[src/rtl/uart_rx_byte.sv]
// ---------------------------------------------------------------------------
// uart_rx_byte
//
// Receive stage for the usb_rx pin. Deserialises 8N1 UART frames into bytes
// and presents each byte through a one-entry valid/ready holding register.
// Framing errors (stop bit low) and overruns (byte arrives while the holding
// register is still full) are reported as single-cycle pulses.
//
// Ports:
//   clk        system clock
//   rst_n      asynchronous active-low reset
//   rx         serial line, idle high, asynchronous to clk
//   data[7:0]  received byte, stable while valid=1
//   valid      data holds an unconsumed byte
//   ready      consumer accepts data on any cycle with valid&ready
//   frame_err  one-cycle pulse: stop bit sampled low, byte discarded
//   overrun    one-cycle pulse: completed byte dropped, register was full
// ---------------------------------------------------------------------------
module uart_rx_byte #(
    parameter int CLK_FREQ = 100_000_000,
    parameter int BAUD     = 1_000_000
) (
    input  logic       clk,
    input  logic       rst_n,
    input  logic       rx,
    output logic [7:0] data,
    output logic       valid,
    input  logic       ready,
    output logic       frame_err,
    output logic       overrun
);

    // Clocks per bit and the half-bit offset used to land samples mid-bit.
    localparam int N  = CLK_FREQ / BAUD;
    localparam int H  = N / 2;
    localparam int CW = $clog2(N + 1);

    // The counter runs 0..N-1 between samples, so compare against N-1 / H-1.
    localparam logic [CW-1:0] BIT_LAST  = CW'(N - 1);
    localparam logic [CW-1:0] HALF_LAST = CW'(H - 1);

    if (N < 4) begin : g_baud_check
        $error("uart_rx_byte: CLK_FREQ/BAUD must be at least 4");
    end

    typedef enum logic [2:0] {
        S_IDLE,
        S_START,
        S_DATA,
        S_STOP,
        S_BREAK
    } state_t;

    // -----------------------------------------------------------------------
    // Input synchroniser: two flops, reset to the idle (high) line level.
    // -----------------------------------------------------------------------
    logic [1:0] rx_sync;
    logic       rx_s;

    always_ff @(posedge clk or negedge rst_n) begin
        if (!rst_n) begin
            rx_sync <= 2'b11;
        end else begin
            rx_sync <= {rx_sync[0], rx};
        end
    end

    assign rx_s = rx_sync[1];

    // -----------------------------------------------------------------------
    // Receive FSM and holding register.
    //
    // The baud counter is cleared in IDLE, so on the first START cycle it
    // reads 0 and reaches H-1 exactly at cycle H after the falling edge.
    // Every later sample restarts it at 0, putting the next sample N cycles
    // on: data bit i lands at H+(i+1)*N and the stop bit at H+9*N.
    // -----------------------------------------------------------------------
    state_t        state;
    logic [CW-1:0] baud_cnt;
    logic [2:0]    bit_idx;
    logic [7:0]    shift;

    always_ff @(posedge clk or negedge rst_n) begin
        if (!rst_n) begin
            state     <= S_IDLE;
            baud_cnt  <= '0;
            bit_idx   <= '0;
            shift     <= '0;
            data      <= '0;
            valid     <= 1'b0;
            frame_err <= 1'b0;
            overrun   <= 1'b0;
        end else begin
            frame_err <= 1'b0;
            overrun   <= 1'b0;

            // Consumer handshake; a byte completing this same cycle below
            // overrides this and keeps valid high with the new data.
            if (valid && ready) begin
                valid <= 1'b0;
            end

            case (state)
                S_IDLE: begin
                    baud_cnt <= '0;
                    if (!rx_s) begin
                        state <= S_START;
                    end
                end

                S_START: begin
                    if (baud_cnt == HALF_LAST) begin
                        baud_cnt <= '0;
                        if (rx_s) begin
                            // Line went back high before mid start bit:
                            // treat as a glitch.
                            state <= S_IDLE;
                        end else begin
                            state   <= S_DATA;
                            bit_idx <= '0;
                        end
                    end else begin
                        baud_cnt <= baud_cnt + CW'(1);
                    end
                end

                S_DATA: begin
                    if (baud_cnt == BIT_LAST) begin
                        baud_cnt <= '0;
                        // LSB first: shift right, new bit enters at the top.
                        shift <= {rx_s, shift[7:1]};
                        if (bit_idx == 3'd7) begin
                            state <= S_STOP;
                        end else begin
                            bit_idx <= bit_idx + 3'd1;
                        end
                    end else begin
                        baud_cnt <= baud_cnt + CW'(1);
                    end
                end

                S_STOP: begin
                    if (baud_cnt == BIT_LAST) begin
                        baud_cnt <= '0;
                        if (rx_s) begin
                            // Return to IDLE immediately so a start bit
                            // directly after the stop bit is not missed.
                            state <= S_IDLE;
                            if (!valid || ready) begin
                                data  <= shift;
                                valid <= 1'b1;
                            end else begin
                                overrun <= 1'b1;
                            end
                        end else begin
                            // Bad stop bit: drop the byte and wait for the
                            // line to recover, so a held-low line is not
                            // read as a stream of 0x00 frames.
                            frame_err <= 1'b1;
                            state     <= S_BREAK;
                        end
                    end else begin
                        baud_cnt <= baud_cnt + CW'(1);
                    end
                end

                S_BREAK: begin
                    baud_cnt <= '0;
                    if (rx_s) begin
                        state <= S_IDLE;
                    end
                end

                default: begin
                    state    <= S_IDLE;
                    baud_cnt <= '0;
                end
            endcase
        end
    end

endmodule
[config.mk]
export PLATFORM = sky130hd
export DESIGN_NAME = uart_rx_byte
export DESIGN_NICKNAME = d
export VERILOG_FILES = /design/src/rtl/uart_rx_byte.sv
export SDC_FILE = /design/constraint.sdc
export NUM_CORES = 1
export LEC_CHECK = 0
export BUFFER_PORTS_ARGS = -buffer_cell sky130_fd_sc_hd__buf_4
export CAP_MARGIN = 5
export CORE_AREA = 4 4 63 65
export DETAILED_ROUTE_END_ITERATION = 10
export DIE_AREA = 0 0 67 69
export SETUP_SLACK_MARGIN = 0.02
export SLEW_MARGIN = 20
export SYNTH_ARGS = -nofsm -noshare
export SYNTH_HDL_FRONTEND = slang
export SYNTH_SLANG_ARGS = --single-unit
[constraint.sdc]
create_clock -name clk -period 1.9 [get_ports clk]
set_input_delay 0.095 -clock clk [delete_from_list [all_inputs] [get_ports clk]]
set_output_delay 0.095 -clock clk [all_outputs]
set_load 0.01 [all_outputs]
Yosys cells after proc, flatten, opt, wreduce, memory -nomap -nowiden
Cells that the tools add are included.

cells by class
  multiply operators = 0
  add/sub/neg operators = 2
  multiplexer cells = 29
  equal/unequal tests = 15
  div/mod/pow operators = 0
  order comparisons = 0
  shift-type cells = 0
  bitwise logic cells = 0
  reduce and logical (&&, ||, !) cells = 10

operators by type and width
  operator               count
  $mux W3                11
  $ne A2 B2 Y1 const B   8
  $pmux W3 S5            1
  $mux W7                2
  $pmux W7 S2            1
  $mux W1                12
  $add A7 B1 Y7 const B  1
  $eq A7 B6 Y1 const B   1
  $eq A7 B7 Y1 const B   1
  $eq A3 B2 Y1 const B   2
  $eq A3 B3 Y1 const B   2
  $pmux W3 S2            1
  $reduce_and A6 Y1      1
  $reduce_and A5 Y1      1
  $reduce_and A4 Y1      1
  $add A3 B1 Y3 const B  1
  $eq A3 B1 Y1 const B   1
  $logic_not A3 Y1       1
  $mux W2                1
  $reduce_and A2 Y1      1
  $reduce_bool A2 Y1     1
  $reduce_or A2 Y1       1
  $logic_and A1 B1 Y1    1
  $logic_not A1 Y1       1
  $logic_or A1 B1 Y1     1

storage, ports and cells
  memory bits (read-only) = 0
  latch bits = 0
  input bits = 4
  memories kept = 0
  bits in registers = 34
  memory bits (writable) = 0
  logic and storage cells = 65
  output and inout bits = 11

Depth between registers and ports, before layout
Gate-level depths: netlist (run 1).

  depth after elaboration = 6
  gate-level depth with buffers = 6
  mapped depth without buffers = 6

Least setup slack after synthesis (run 1)
No wires, ideal clock.

  kind = register -> register
  start = register baud_cnt[0]
  end = register bit_idx[0]
  stages on the path, launching flop included = 6
  required time = 1.779 ns
  clock period less this slack = 1.832 ns
  library setup time = 0.121 ns
  slack = 0.068 ns
  buffers on the path = 0
  arrival time = 1.711 ns
  cell sequence = dfrtp_1 -> ha_1 -> nand4b_2 -> nor4b_4 -> a32oi_2 -> a22o_1

on the way
  longest elaborated chain between the ends = 3
  elaborated cells on any way between the ends = 5
  those cells by class = eq/ne (4); reduce/logical (1)

ends and longest elaborated chain
  element                                              line      RTL
  start: declaration                                   79        logic [CW-1:0] baud_cnt;
  start signal: assignment                             123       baud_cnt <= baud_cnt + CW'(1);
  start signal: assignment                             138       baud_cnt <= baud_cnt + CW'(1);
  start signal: assignment                             163       baud_cnt <= baud_cnt + CW'(1);
  $eq A7 B7 Y1 / $eq A7 B6 Y1 (equally long branches)  128, 112
  $ne A2 B2 Y1 (no source line)                        n/a
  $reduce_and A5 Y1 (no source line) (*)               n/a
  end signal: assignment                               135       bit_idx <= bit_idx + 3'd1;
  end: declaration                                     80        logic [2:0] bit_idx;

Mark *: on every way between the ends. The rest lies on a longest branch, timed or not.
A chain may end at the register's enable or synchronous reset.

Worst setup path after layout (run 1)
  start = register baud_cnt[1]
  end = register data[4]

on the way
  longest elaborated chain between the ends = 2

ends and longest elaborated chain
  element                             line  RTL
  $eq A7 B7 Y1                        143   if (baud_cnt == BIT_LAST) begin
  $reduce_and A4 Y1 (no source line)  n/a
  end signal: assignment              150   data <= shift;
  end: declaration                    26    output logic [7:0] data,

Every way passes these cells.

==> impl_metrics.ini, run 1 <==
[synth]
synth_largest_area_cell = dfrtp_1
synth.top_cell.area_share_pct = 53.96
synth-edff-count = 0
yosysSeqAreaShare_pct = 57.50
syn_area_per_cell_um2 = 13.13
yosysWarnings = 0
yosys-top-cells-count = dfrtp_1, mux2_2, nor2_1
synth_nets = 121
yosys_register_bits = 34
yosysMostFrequentCell = dfrtp_1
synth.distinct_cells = 30
synth_area_um2 = 1484
synthCells = 113
ys_top_cells_by_area = dfrtp_1, mux2_2, dfstp_2
async_flop_share_pct = 100.0
yosys_most_used_dff = dfrtp_1

[timing]
setup_viol = 0
setup_ws_ns = 0.08284
hold_violations = 0
period_share_pct = 95.64
drv_slew = 0
holdWs_ns = 0.1135
skew_ns = 0.006823
rsz0062_at_grt = yes
slew_headroom_pct = 72.59
worst_pin_slew_ns = 0.4112
max_freq_mhz = 550.3
min_period_ns = 1.817

[route]
wire_per_inst_um = 13.18
first_iter_violations = 33
drt-vias-per-instance = 4.963
dr.pass1.iters = 4
vias = 943
ant_nets = 0
drc = 0
drt_wl_total_um = 2505

[floorplan]
die_h_um = 69
coreArea_um2 = 3337
initial_core_util_pct = 44.47
die-area_um2 = 4623
row_count = 21
io_pins = 15
die_width_um = 67

[power]
ir_drop_uv = 417.3
power.density_nw_per_um2 = 641.5
power_frac_comb_pct = 1.9
clockPowerShare_pct = 35.7
p_int_mw = 0.9121
p_sw_share_pct = 22.01
p_seq_share_pct = 62.4
power.leakage_nw = 0.9131
totalPowerFinal_mw = 1.169
p_sw_mw = 0.2574

[global_route]
grt_antenna_before_repair = 0
grt_pass1_wl_um = 4374
grt_max_degree = 35
grt_overflow = 0
grt_usage_pct = 12.50
grt_pass1_vias = 914

[run_status]
run_status = complete, no violations

[worst_setup_path]
cp.arrival_ns = 2.04
setup.worst_path.start_class = flip-flop
path_cells = ha_4, nand4b_4, nor4b_4, nand4_4, mux2_4
crit_family = simple AND/OR/NAND/NOR gates
cp_max_fo = 8
end_kind = flip-flop
critPathKind = reg -> reg
critical-path-slowest-cell = dfrtp_1
worstPathRequired_ns = 2.13
max_stage_delay_ns = 0.44
cp_num_buf_inv = 0

[placed_design]
hpwl_um = 1780
gp_congestion = 0.7808
pre_cts_ws_ns = 0.01416
dp_cells = 178
place.port_buffers = 14

[clock_network]
cts-buffers-inserted = 5
numClockSinks = 34
path_clk_slew_ns = 0.10
cts-root-buf = clkbuf_4
insertion_delay_ns = 0.33
cts_tree = done
cts_buffer_depth = 2
h-tree-depth = 2

[final_layout]
seq_area_um2 = 853.3
drive_above_1_share_pct = 38.89
fin_nets = 151
n_fill_cell = 292
multi_input_area_um2 = 633.1
num_antenna_cells = 0
area_growth_pct = 22.85
instances_no_fill = 190

[worst_hold_path]
hp-class = in -> reg

[run]
drv_cap = 0
[worst min-delay path: cells and delay by family]
kind | cells | cell delay, ns
buffers and inverters | 1 | 0.08
AND/OR/NAND/NOR | 2 | 0.24
[flip-flops by register name, summed over array words and instances (netlist names)]
register and cells:
bit_idx 3, valid 1, data 8, shift 8
state 3, overrun 1, frame_err 1, baud_cnt 7
rx_sync 2
[routing by layer]
| metal | up-vias | GRT usage [%] | part of all wire, % |
|---|---|---|---|
| li1 | 459 | - | - |
| met1 | 462 | 16.56 | 45 |
| met2 | 18 | 17.69 | 48 |
| met3 | 4 | 5.682 | 5.5 |
| met4 | 0 | 4.730 | 1.1 |
| met5 | - | 0 | 0 |
[logic make-up (layout without fill, tap and decap cells)]
kind of cell / count (synthesis) / count (layout) / share of synthesized area, %
adder cells (fa/ha/maj): 4 / 4 / 3.373
AND/OR/NAND/NOR: 35 / 35 / 15.26
flip-flops: 34 / 34 / 57.50
XOR/XNOR: 5 / 5 / 2.952
buffers and inverters: 8 / 39 / 2.107
multiplexers: 18 / 18 / 13.49
AO/OA/AOI/OAI: 9 / 9 / 5.313
[cell usage in the layout (no fill, tap or decap), types with 2 or more instances in the layout]
master / instances
nor2_1: 13
nor4b_4: 2
dfrtp_1: 32
dfstp_2: 2
buf_4: 23
inv_1: 6
ha_1: 3
xnor2_1: 2
clkbuf_4: 5
nand3_1: 5
nand2_1: 6
dlygate4sd3_1: 2
mux2i_1: 2
xor2_1: 3
a21oi_1: 2
mux2_2: 15
nand2b_1: 2
[final cells by class]
type                       instances  area share [%]
clock buffer                       6           2.814
clock inverter                     2          0.6863
inverter                           6           1.235
multi-input combinational         71           34.73
sequential                        34           46.81
tap                               46           3.157
timing repair buffer              25           10.57
[power groups by stage]
stage	clock network [mW]	logic [mW]	registers [mW]
CTS	0.442	0.0238	0.730
finish	0.417	0.0222	0.730
global route	0.472	0.0264	0.730
detailed placement	0	0.0206	0.743
global placement	0	0.0201	0.743
floorplan	0	0.00146	0.743
[worst paths after layout]
path                        startpoint          end  slack [ns]  cells after the start
max in group asynchronous        rst_n   rx_sync[1]        1.34                      2
max reg2reg                baud_cnt[1]      data[4]        0.08                      5
min reg2reg                 rx_sync[0]   rx_sync[1]        0.36                      0
max                        baud_cnt[1]      data[4]        0.08                      5
min                              ready      overrun        0.11                      3
min in group asynchronous        rst_n  baud_cnt[2]        0.23                      2
[stage by stage]
step	utilization (%)	TNS [ns]	area [um^2]
floorplan	-	0	1484
global placement	50.66	0	1690
detailed placement	50.66	0	1690
CTS	53.43	0	1783
global route	54.63	-0.1337	1823
finish	54.63	0	1823
[what timing repair did]
item | 4_1_cts | 5_1_grt
pin swaps | 0 | 2
gates cloned | 0 | 0
hold buffers | 2 | 0
endpoints found under the hold margin | 35 | 0
endpoints found under the setup margin | 8 | 18
resized for setup | 1 | 4
buffers inserted | 0 | 2
No activity file was read; power rests on OpenSTA's default activity.
==> run 2: changes to the inputs <==
--- a/config.mk
+++ b/config.mk
@@ -7,9 +7,10 @@
 export LEC_CHECK = 0
 export BUFFER_PORTS_ARGS = -buffer_cell sky130_fd_sc_hd__buf_4
 export CAP_MARGIN = 5
-export CORE_AREA = 4 4 63 65
+export CORE_AREA = 4 4 59 61
 export DETAILED_ROUTE_END_ITERATION = 10
-export DIE_AREA = 0 0 67 69
+export DIE_AREA = 0 0 63 65
+export PLACE_DENSITY = 0.72
 export SETUP_SLACK_MARGIN = 0.02
 export SLEW_MARGIN = 20
 export SYNTH_ARGS = -nofsm -noshare
==> run 2 against run 1 <==
Net effect:
- combinational power is 2% higher
- sequential power hardly changed
- register-to-register slack better by 0.04 ns
- cell count is 7.9% lower
- largest power group unchanged
- power is 0.24% higher
- cell area is 2.5% lower
- first-iteration DRC count is 6.1% lower
- wire length is 2.4% higher
- utilization is 5.1 points higher
- fmax is 2.5% higher
- critical path depth stayed put
- via count is 1.1% lower
- largest cell class unchanged
==> impl_metrics.ini, run 2 (synthesis gave the netlist of run 1 again) <==
[route]
wire_per_inst_um = 14.65
dr.pass1.iters = 3
drt_wl_total_um = 2564
drc = 0
first_iter_violations = 31
vias = 933
drt-vias-per-instance = 5.331
ant_nets = 0

[timing]
hold_violations = 0
skew_ns = 0.008830
finalSetupTns_ns = 0
worst_pin_slew_ns = 0.4299
setup_ws_ns = 0.1264
max_freq_mhz = 563.8
slew_headroom_pct = 71.34
period_share_pct = 93.35
min_period_ns = 1.774
setup_viol = 0
drv_slew = 0
rsz0062_at_grt = no

[power]
power.density_nw_per_um2 = 659.3
power.leakage_nw = 0.9012
ir_drop_uv = 511.2

[worst_setup_path]
cp.arrival_ns = 2.00
end_kind = flip-flop
setup.worst_path.start_class = flip-flop
cp_max_fo = 8
critPathKind = reg -> reg
worstPathRequired_ns = 2.13

[final_layout]
final_common_cell = dfrtp_1
drive_above_1_share_pct = 38.03
num_antenna_cells = 0
fin_nets = 149
layout_common_cells = dfrtp_1, buf_4, mux2_2
top_regs = data x8, shift x8, baud_cnt x7
area_growth_pct = 19.81
post-route-cell-area_um2 = 1778

[global_route]
grt_pass1_wl_um = 4616
grt_pass1_vias = 995
grt_overflow = 0
grt_usage_pct = 14.90
grt_max_degree = 35
grt_antenna_before_repair = 0

[floorplan]
coreArea_um2 = 2978
io_pins = 15
die-area_um2 = 4095
die_h_um = 65
row_count = 20
initial_core_util_pct = 49.83
die_width_um = 63

[clock_network]
cts_buffer_depth = 2
insertion_delay_ns = 0.34
path_clk_slew_ns = 0.10
cts_tree = done
cts-buffers-inserted = 5
numClockSinks = 34
cts-root-buf = clkbuf_4
h-tree-depth = 2

[placed_design]
pre_cts_ws_ns = 0.02399
hpwl_um = 1837
gp_congestion = 0.8198
place.port_buffers = 14
placed_area_um2 = 1667

[worst_hold_path]
hp-class = in -> reg

[run]
drv_cap = 0

[run_status]
run_status = complete, no violations
## run 2: cell types whose count changed in the layout (fill, tap and decap cells not counted)
cell / change
ha_4: -1
mux2_4: -1
mux2_2: +1
buf_4: -2
ha_2: +1
## run 2: final timing paths
check | to | slack (ns) | cells after the start | start
worst max-delay path | data[7] | 0.13 | 5 | baud_cnt[1]
worst min register to register | rx_sync[1] | 0.36 | 0 | rx_sync[0]
max in group asynchronous | rx_sync[0] | 1.33 | 2 | rst_n
worst max register to register | data[7] | 0.13 | 5 | baud_cnt[1]
worst min-delay path | overrun | 0.1 | 3 | ready
min in group asynchronous | baud_cnt[6] | 0.22 | 2 | rst_n
## run 2: metrics by stage
stage	utilization [%]	instances	power [mW]	hold slack, ns
global placement	55.97	164	0.7635	0.05946
floorplan	-	113	0.7444	-0.2006
CTS	59.08	174	1.189	0.08529
detailed placement	55.97	164	0.7645	0.06282
finish	59.71	175	1.172	0.09876
global route	59.71	175	1.223	0.1296
## run 2: area by class of cell
type	instances	area [um^2]
sequential	34	853.3
clock buffer	6	51.30
timing repair buffer	23	177.7
tap	33	41.29
fill	256	1200
multi-input combinational	71	619.3
clock inverter	2	12.51
inverter	6	22.52
## run 2: repair_timing
item	CTS	global route
endpoints found under the setup margin	1	9
hold buffers	2	0
pin swaps	0	2
gates resized for setup	1	2
endpoints found under the hold margin	33	0
buffers inserted	0	1
## run 2: report_power, final
part | internal [mW] | switching, mW | total, mW | leakage [nW]
Sequential | 0.727 | 0.00306 | 0.730 | 0.453
Clock | 0.178 | 0.242 | 0.419 | 0.0343
Combinational | 0.00713 | 0.0155 | 0.0226 | 0.414
## run 2: layer usage
layer | wire (um) | GRT usage, %
met2 | 1271 | 23.72
met5 | 0 | 0
met4 | 53 | 7.163
met3 | 88 | 5.373
met1 | 1151 | 17.93
## run 2: critical path, cell delays in order, from the launching register on
cell	delay, ns
dfrtp_1	0.39
ha_2	0.22
nand4b_4	0.15
nor4b_4	0.35
nand4_4	0.22
mux2_2	0.33
==> run 3: changes to the inputs <==
--- a/config.mk
+++ b/config.mk
@@ -5,12 +5,13 @@
 export SDC_FILE = /design/constraint.sdc
 export NUM_CORES = 1
 export LEC_CHECK = 0
+export ABC_AREA = 1
 export BUFFER_PORTS_ARGS = -buffer_cell sky130_fd_sc_hd__buf_4
 export CAP_MARGIN = 5
-export CORE_AREA = 4 4 59 61
+export CORE_AREA = 4 4 62 64
 export DETAILED_ROUTE_END_ITERATION = 10
-export DIE_AREA = 0 0 63 65
-export PLACE_DENSITY = 0.72
+export DIE_AREA = 0 0 66 68
+export PLACE_DENSITY = 0.71
 export SETUP_SLACK_MARGIN = 0.02
 export SLEW_MARGIN = 20
 export SYNTH_ARGS = -nofsm -noshare
==> run 3 against run 2 <==
Net effect:
- via count is 27% higher
- power is 9.6% higher
- synthesized cell count up 59%
- cell count grew 42%
- clock power grew 27%
- count of clock-buffer cells in the layout shrank 1
- register-to-register slack better by 0.24 ns
- critical path type unchanged
- highest routed layer unchanged
==> impl_metrics.ini, run 3 <==
[global_route]
grt_usage_pct = 14.65
grt_pass1_vias = 1143
grt_pass1_wl_um = 4940
grt_overflow = 0
grt_max_degree = 35
grt_antenna_before_repair = 0

[worst_hold_path]
hp-class = in -> reg

[clock_network]
cts-root-buf = clkbuf_4
insertion_delay_ns = 0.34
numClockSinks = 34
path_clk_slew_ns = 0.12
cts_resized = 0
cts_tree = done
cts-buffers-inserted = 5
cts-hold-fix-buffers = 2
h-tree-depth = 2
cts_buffer_depth = 2
cts_setup_buffers = 0

[placed_design]
hpwl_um = 2101
dp_cells = 238
place.port_buffers = 14
gp_congestion = 0.8071

[timing]
skew_ns = 0.01053
slew_headroom_pct = 72.28
hold_violations = 0
period_share_pct = 80.93
finalSetupTns_ns = 0
setup_viol = 0
min_period_ns = 1.538
holdWs_ns = 0.07506
rsz0062_at_grt = no
drv_slew = 0
worst_pin_slew_ns = 0.4158
max_freq_mhz = 650.3

[synth]
synthAdderAreaFrac_pct = 3.049
syn_area_per_cell_um2 = 9.120
yosysSeqAreaShare_pct = 51.98
synth_area_um2 = 1642
synth_top_family_by_area = simple AND/OR/NAND/NOR gates
yosys_register_bits = 34
synth.top_cell.area_share_pct = 48.78
synth-simple-area-share_pct = 29.19
synth.area.mux_share_pct = 0
synth.distinct_cells = 25
ys_top_cells_by_area = dfrtp_1, nand2_1, nor2_1
synth-edff-count = 0
synth_compound_area_share_pct = 7.241
synth_nets = 188
async_flop_share_pct = 100.0
yosysWarnings = 0
synthXorXnorAreaFrac_pct = 1.067
synth_largest_area_cell = dfrtp_1
yosys_most_used_dff = dfrtp_1
yosys-top-cells-count = nand2_1, dfrtp_1, nor2_1
yosysMostFrequentCell = nand2_1
synthCells = 180

[floorplan]
initial_core_util_pct = 49.98
row_count = 21
coreArea_um2 = 3284
io_pins = 15
die_h_um = 68
die_width_um = 66
die-area_um2 = 4488

[worst_setup_path]
cp.arrival_ns = 1.82
worstPathRequired_ns = 2.19
end_kind = flip-flop
cp_max_fo = 14
setup.worst_path.start_class = flip-flop
critPathKind = reg -> reg

[power]
power.density_nw_per_um2 = 681.9
totalPowerFinal_mw = 1.285
ir_drop_uv = 347.0
power.leakage_nw = 0.9509

[route]
drt_wl_total_um = 2793
first_iter_violations = 75
vias = 1186
drc = 0
dr.pass1.iters = 4
ant_nets = 0
wire_per_inst_um = 11.26
drt-vias-per-instance = 4.782

[final_layout]
final_common_cell = nand2_1
fin_nets = 209
num_antenna_cells = 0
instances_no_fill = 248
top_regs = data x8, shift x8, baud_cnt x7
layout_common_cells = nand2_1, dfrtp_1, nor2_1
drive_above_1_share_pct = 28.71
area_growth_pct = 14.79

[run]
drv_cap = 0

[run_status]
run_status = complete, no violations
[run 3: cell types whose count changed after synthesis, moves of 3 or more]
cell,before,now
nor2_2,0,3
nand3_1,5,8
o21ai_1,0,6
o21ai_2,0,7
nand3_2,0,3
nor2_1,13,22
nand2_1,6,43
mux2_2,16,0
inv_1,6,19
nand2_2,0,5
nand4_1,0,3
inv_2,0,6
[run 3: cell families (layout without fill, tap and decap cells)]
family / after synthesis / in the layout
flip-flops: 34 / 34
AND/OR/NAND/NOR: 95 / 95
adder cells (fa/ha/maj): 4 / 4
AO/OA/AOI/OAI: 17 / 17
buffers and inverters: 28 / 50
XOR/XNOR: 2 / 2
[run 3: final timing paths]
| path | start | slack [ns] | depth (start not counted) | endpoint |
|---|---|---|---|---|
| hold / removal | ready | 0.08 | 4 | valid |
| setup / recovery | baud_cnt[0] | 0.36 | 9 | data[7] |
| hold reg to reg | rx_sync[0] | 0.36 | 0 | rx_sync[1] |
| max in group asynchronous | rst_n | 1.32 | 2 | rx_sync[0] |
| min in group asynchronous | rst_n | 0.24 | 2 | shift[7] |
| setup reg to reg | baud_cnt[0] | 0.36 | 9 | data[7] |
[run 3: through the flow]
step	utilization (%)	area (um^2)	setup slack, ns
floorplan	-	1642	0.5071
global placement	54.25	1782	0.4279
detailed placement	54.25	1782	0.3513
CTS	57.37	1884	0.3283
global route	57.37	1884	0.2254
finish	57.37	1884	0.3622
[run 3: power breakdown]
| part | internal [mW] | switching (mW) | leakage [nW] |
|---|---|---|---|
| logic | 0.00739 | 0.0165 | 0.460 |
| registers | 0.727 | 0.00187 | 0.453 |
| clock network | 0.276 | 0.256 | 0.0374 |
[run 3: layout make-up]
class                      instances  area (um^2)
timing repair buffer              16        125.1
clock buffer                       5        37.54
multi-input combinational        118        665.6
tap                               46        57.56
inverter                          26        100.1
sequential                        34        853.3
clock inverter                     3        45.04
fill                             295         1400
[run 3: worst max-delay path, cell delays in order (launching register included)]
cell and delay, ns:
dfrtp_1 0.43, ha_1 0.25, inv_1 0.09, nor2_4 0.10, nand3_4 0.09, inv_4 0.10
nand3_4 0.18, inv_1 0.14, nand2_1 0.06, nand2_1 0.05
[run 3: metal layers]
layer / up-vias / GRT usage (%) / part of all wire, % / wire length, um
met5: - / 0 / 0 / 0
met3: 5 / 3.941 / 3.9 / 110
met2: 18 / 24.03 / 49 / 1361
li1: 604 / - / - / -
met1: 559 / 17.76 / 45 / 1268
met4: 0 / 7.614 / 1.9 / 53
